===== config.mk =====
export PLATFORM = sky130hd
export DESIGN_NAME = wptr_full_ctrl_flat
export DESIGN_NICKNAME = d
export VERILOG_FILES = /design/src/rtl/wptr_full_ctrl_if.sv /design/src/rtl/wptr_full_ctrl.sv /design/src/flat_wrapper.sv
export SDC_FILE = /design/constraint.sdc
export NUM_CORES = 1
export LEC_CHECK = 0
export ABC_AREA = 1
export BUFFER_PORTS_ARGS = -buffer_cell sky130_fd_sc_hd__buf_4
export CORE_MARGIN = 2
export CORE_UTILIZATION = 49
export CTS_CLUSTER_DIAMETER = 150
export DETAILED_ROUTE_END_ITERATION = 7
export PLACE_DENSITY = 0.76
export SYNTH_ARGS = -nofsm -noshare
export SYNTH_HDL_FRONTEND = slang
export SYNTH_SLANG_ARGS = --single-unit

===== constraint.sdc =====
create_clock -name wclk -period 3.1 [get_ports wclk]
set_input_delay 0.465 -clock wclk [delete_from_list [all_inputs] [get_ports wclk]]
set_output_delay 0.465 -clock wclk [all_outputs]
set_load 0.01 [all_outputs]

===== src/rtl/wptr_full_ctrl_if.sv =====
// Write-side FIFO controller bus: producer request, synchronized read pointer,
// and everything the controller publishes to the memory, the CDC and status.
interface wptr_full_ctrl_if #(
    parameter int ADDR_SIZE = 4
);
    logic                 winc;
    logic [ADDR_SIZE:0]   wq2_rptr;
    logic [ADDR_SIZE-1:0] waddr;
    logic                 wclk_en;
    logic                 wfull;
    logic [ADDR_SIZE:0]   wptr;
    logic [ADDR_SIZE:0]   wlevel;
    logic                 woverflow;
    logic                 walmost_full;

    // Producer / environment side
    modport master (
        output winc,
        output wq2_rptr,
        input  waddr,
        input  wclk_en,
        input  wfull,
        input  wptr,
        input  wlevel,
        input  woverflow,
        input  walmost_full
    );

    // Controller side
    modport slave (
        input  winc,
        input  wq2_rptr,
        output waddr,
        output wclk_en,
        output wfull,
        output wptr,
        output wlevel,
        output woverflow,
        output walmost_full
    );
endinterface


===== src/rtl/wptr_full_ctrl.sv =====
// Write pointer / full-flag controller for an async dual-port FIFO.
// Keeps a binary write pointer, publishes its Gray form for the read-domain
// synchronizer, and derives full, fill level and sticky overflow from the
// read pointer already synchronized into wclk.
// Optional: define WPTR_ALMOST_FULL_EN to enable the registered almost-full
// flag (level >= AFULL_THRESH); otherwise walmost_full is held at 0.
module wptr_full_ctrl #(
    parameter int ADDR_SIZE    = 4,
    parameter int AFULL_THRESH = (1 << ADDR_SIZE) - 2
) (
    input  logic           wclk,
    input  logic           wrst,
    wptr_full_ctrl_if.slave bus
);
    localparam int PW    = ADDR_SIZE + 1;
    localparam int DEPTH = 1 << ADDR_SIZE;

    // A threshold outside 0..DEPTH can never be met or is always met; such a
    // configuration leaves an empty marker block to flag it in the hierarchy.
    if (AFULL_THRESH < 0 || AFULL_THRESH > DEPTH) begin : g_afull_thresh_out_of_range
    end

    function automatic logic [PW-1:0] bin2gray(input logic [PW-1:0] b);
        return (b >> 1) ^ b;
    endfunction

    // XOR-prefix from the MSB down.
    function automatic logic [PW-1:0] gray2bin(input logic [PW-1:0] g);
        logic [PW-1:0] b;
        b[PW-1] = g[PW-1];
        for (int i = PW - 2; i >= 0; i--) begin
            b[i] = b[i+1] ^ g[i];
        end
        return b;
    endfunction

    logic [PW-1:0] wbin_q, wbin_d;
    logic [PW-1:0] wptr_q, wptr_d;
    logic [PW-1:0] wlevel_q, wlevel_d;
    logic          wfull_q, wfull_d;
    logic          woverflow_q, woverflow_d;
    logic          walmost_full_q, walmost_full_d;

    logic          wclk_en;
    logic [PW-1:0] rbin_s;
    logic [PW-1:0] full_match;

    // Write is accepted only when not full, so the array is never overrun.
    assign wclk_en = bus.winc & ~wfull_q;

    // Next pointer, full, level, overflow and almost-full for this edge.
    always_comb begin
        wbin_d      = wbin_q + PW'(wclk_en);
        wptr_d      = bin2gray(wbin_d);
        rbin_s      = gray2bin(bus.wq2_rptr);
        // Full when write is exactly one lap ahead: Gray form differs from
        // the read pointer in the top two bits only.
        full_match  = {~bus.wq2_rptr[ADDR_SIZE:ADDR_SIZE-1], bus.wq2_rptr[ADDR_SIZE-2:0]};
        wfull_d     = (wptr_d == full_match);
        // Synchronized read pointer lags, so this never under-reports occupancy.
        wlevel_d    = wbin_d - rbin_s;
        woverflow_d = woverflow_q | (bus.winc & wfull_q);
`ifdef WPTR_ALMOST_FULL_EN
        walmost_full_d = (wlevel_d >= PW'(AFULL_THRESH));
`else
        walmost_full_d = 1'b0;
`endif
    end

    // Pointer and status registers; reset clears everything and ignores winc.
    always_ff @(posedge wclk) begin
        if (wrst) begin
            wbin_q         <= '0;
            wptr_q         <= '0;
            wfull_q        <= 1'b0;
            wlevel_q       <= '0;
            woverflow_q    <= 1'b0;
            walmost_full_q <= 1'b0;
        end else begin
            wbin_q         <= wbin_d;
            wptr_q         <= wptr_d;
            wfull_q        <= wfull_d;
            wlevel_q       <= wlevel_d;
            woverflow_q    <= woverflow_d;
            walmost_full_q <= walmost_full_d;
        end
    end

    assign bus.waddr        = wbin_q[ADDR_SIZE-1:0];
    assign bus.wclk_en      = wclk_en;
    assign bus.wfull        = wfull_q;
    assign bus.wptr         = wptr_q;
    assign bus.wlevel       = wlevel_q;
    assign bus.woverflow    = woverflow_q;
    assign bus.walmost_full = walmost_full_q;

endmodule


===== src/flat_wrapper.sv =====
// flat-port wrapper written by rule: the top's interface ports become plain ports
module wptr_full_ctrl_flat 
#(
    parameter int ADDR_SIZE    = 4,
    parameter int AFULL_THRESH = (1 << ADDR_SIZE) - 2
)
  (wclk, wrst, bus_winc, bus_wq2_rptr, bus_waddr, bus_wclk_en, bus_wfull, bus_wptr, bus_wlevel, bus_woverflow, bus_walmost_full);
  wptr_full_ctrl_if #(.ADDR_SIZE(ADDR_SIZE)) bus_i ();
  input  logic wclk;
  input  logic wrst;
  input wire logic [$bits(bus_i.winc)-1:0] bus_winc;
  input wire logic [$bits(bus_i.wq2_rptr)-1:0] bus_wq2_rptr;
  output wire logic [$bits(bus_i.waddr)-1:0] bus_waddr;
  output wire logic [$bits(bus_i.wclk_en)-1:0] bus_wclk_en;
  output wire logic [$bits(bus_i.wfull)-1:0] bus_wfull;
  output wire logic [$bits(bus_i.wptr)-1:0] bus_wptr;
  output wire logic [$bits(bus_i.wlevel)-1:0] bus_wlevel;
  output wire logic [$bits(bus_i.woverflow)-1:0] bus_woverflow;
  output wire logic [$bits(bus_i.walmost_full)-1:0] bus_walmost_full;
  assign bus_i.winc = bus_winc;
  assign bus_i.wq2_rptr = bus_wq2_rptr;
  assign bus_waddr = bus_i.waddr;
  assign bus_wclk_en = bus_i.wclk_en;
  assign bus_wfull = bus_i.wfull;
  assign bus_wptr = bus_i.wptr;
  assign bus_wlevel = bus_i.wlevel;
  assign bus_woverflow = bus_i.woverflow;
  assign bus_walmost_full = bus_i.walmost_full;
  wptr_full_ctrl #(.ADDR_SIZE(ADDR_SIZE), .AFULL_THRESH(AFULL_THRESH)) u_core (.wclk(wclk), .wrst(wrst), .bus(bus_i));
endmodule

==> flow_summary.yaml <==
outcome:
  status: "finished clean"
synth:
  synthArstFlopShare: 0
  synth_cell_types: 17
  synth_common_cells: "nand2_1, inv_1, dfxtp_1, nor2_1, nand3_1"
  synth.most_common_cell: "nand2_1"
  synth_area_leaders: "dfxtp_1, nand2_1, inv_1, ha_1, nor2_1"
  syn_avg_cell_area_um2: 6.64
  synth_top_area_cell: "dfxtp_1"
  yosys_warnings: 0
  synth_area_um2: 876
  synth_top_area_share: 0.366
  ys_ff_latch: 16
  syn_nets: 147
  syn_inst: 132
  synth_flop_cell: "dfxtp_1"
  yosysSeqAreaShare: 0.366
  synth_edf_count: 0
global_route:
  grt_pass1_vias: 741
  grt_pass1_wl_mm: 2.99
  grtUsageTotal: 0.201
  grt_overflow: 0
  grt_max_degree: 13
  antenna_found_initial: 0
timing:
  min_period_over_period: 0.760
  fin_tns_setup_ns: 0
  whs_ns: 0.425
  rsz0062_at_grt: "false"
  clock_skew_ns: 0.000718
  period_needed_ns: 2.36
  finalSetupViolations: 0
  hold_viol_final: 0
  slew_viol_final: 0
  fmax_mhz: 425
finish:
  stdcell_area_mm2: 0.00110
  fill_cells: 152
  nets: 174
  drive_gt1_frac: 0.210
  fin_cells: 182
  syn2layout_area_growth_pct: 25.4
  diodes: 0
hold_path:
  hold_path_class: "input pin to register"
route:
  wl_per_cell_um: 9.81
  first_iter_violations: 28
  routed_wl_mm: 1.79
  ant_nets: 0
  via_per_inst: 4.84
  vias: 881
  route.detailed.drc: 0
  firstDrtPassIters: 5
power:
  p_leak_nw: 0.626
  p_per_area_mw_per_mm2: 429
  ir_drop_mv: 0.284
  swShare: 0.304
  p_seq_frac: 0.490
  p_clk_frac: 0.226
  combinationalPowerShare: 0.285
  p_switching_w: 0.000143
  cell_internal_pwr_w: 0.000328
placed_design:
  dp_hpwl_mm: 1.45
  post-place-cells: 179
  post_dp_cell_area_mm2: 0.00108
  port-buffer-count: 24
  gp_congestion: 0.803
clock_network:
  cts_buffer_depth: 2
  cts_tree: "done"
  cts_root_buffer: "clkbuf_4"
  holdBufCountCts: 0
  cts_inserted_buffers: 3
  path_clk_slew_ns: 0.08
  clkLatencyLatePin_ns: 0.28
  cts.repair.resized: 0
  cts_sinks: 16
  postCtsSetupBuffers: 0
  htreeDepth: 1
floorplan:
  die_x_um: 46.3
  io_pins: 26
  start_util: 0.513
  die-area_mm2: 0.00214
  rows: 15
  die_h_um: 46.3
  core_mm2: 0.00171
critical_path:
  startpoint_type: "input pin"
  cp-end-kind: "register"
  cp_max_fo: 3
  cp_data_required_time_ns: 3.29
  critPathKind: "input pin to register"
  crit_arrival_ns: 2.54
flow_run:
  max-cap-violations: 0
## path summary, 6_finish.rpt
kind                                     endpoint  slack (ns)                            start  cells after the start
setup / recovery  u_core.bus.wlevel[4]$_SDFF_PP0_        0.74                  bus_wq2_rptr[3]                     21
hold / removal    u_core.bus.woverflow$_SDFF_PP0_        0.42                         bus_winc                      3
setup reg to reg  u_core.bus.wlevel[4]$_SDFF_PP0_        0.78      u_core.bus.wfull$_SDFF_PP0_                     13
hold reg to reg   u_core.bus.woverflow$_SDFF_PP0_        0.50  u_core.bus.woverflow$_SDFF_PP0_                      2
## cells in the final DEF (no fill, tap or decap)
master,count
nand2_1,39
buf_4,24
inv_1,21
nor2_1,16
dfxtp_1,16
nand3_1,11
ha_1,6
a21oi_1,5
nand2_2,4
o21ai_0,4
nand4_1,3
clkbuf_4,3
inv_2,1
nor2_2,1
and3_1,1
fa_1,1
conb_1,1
## power by group through the flow
stage | logic, W | registers, W | clock network [W]
3_3_place_gp | 0.000132 | 0.000235 | 0
4_1_cts | 0.000136 | 0.000231 | 0.000112
6_report | 0.000134 | 0.000231 | 0.000106
5_1_grt | 0.000153 | 0.000232 | 0.000123
3_5_place_dp | 0.000135 | 0.000235 | 0
2_1_floorplan | 0.0000734 | 0.000244 | 0
## flip-flops by register name, indices dropped and copies added (netlist names)
register	flops
u_core.bus.wptr	5
u_core.wbin_q	4
u_core.bus.woverflow	1
u_core.bus.wfull	1
u_core.bus.wlevel	5
## final cells by class
class                   count  area, um^2  share of cell area
well taps                  25        31.3              0.0285
multi-input cells          92         462               0.420
flip-flops and latches     16         320               0.292
inverters                  22        82.6              0.0752
clock buffers               3        22.5              0.0205
repair buffers             24         180               0.164
## routing by layer
metal	vias up	track usage	part of all wire
li1	460	-	-
met1	397	0.235	0.44
met2	19	0.325	0.49
met3	5	0.0471	0.049
met4	0	0.131	0.025
met5	-	0	0
## cells by family (layout without fill, tap and decap cells)
logic type | Yosys count | in the layout | share of synthesized area
AO/OA/AOI/OAI | 9 | 9 | 0.0514
adder cells (fa/ha/maj) | 7 | 7 | 0.109
buffers and inverters | 24 | 49 | 0.107
flip-flops | 16 | 16 | 0.366
other | 1 | 1 | 0.00428
AND/OR/NAND/NOR | 75 | 75 | 0.363
## through the flow
| stage | setup slack, ns | total power (W) | util |
|---|---|---|---|
| floorplan | 0.780 | 0.000317 | - |
| global placement | 0.566 | 0.000366 | 0.630 |
| detailed placement | 0.447 | 0.000370 | 0.630 |
| CTS | 0.745 | 0.000478 | 0.643 |
| global route | 0.451 | 0.000509 | 0.643 |
| finish | 0.745 | 0.000471 | 0.643 |
## worst max-delay path, stage by stage
cell and delay, ns:
buf_4 0.12, inv_1 0.07, nand2_1 0.07, nand2_1 0.08, nand2_1 0.06, nand2_1 0.10, inv_1 0.05, nand2_1 0.07
nand2_1 0.11, nand2_1 0.08, nand2_1 0.04, inv_1 0.04, ha_1 0.13, inv_1 0.06, fa_1 0.38, nand2_1 0.08
inv_1 0.04, o21ai_0 0.20, nand2_1 0.07, o21ai_0 0.17, nor2_1 0.05
(Power assumes the default switching activity.)
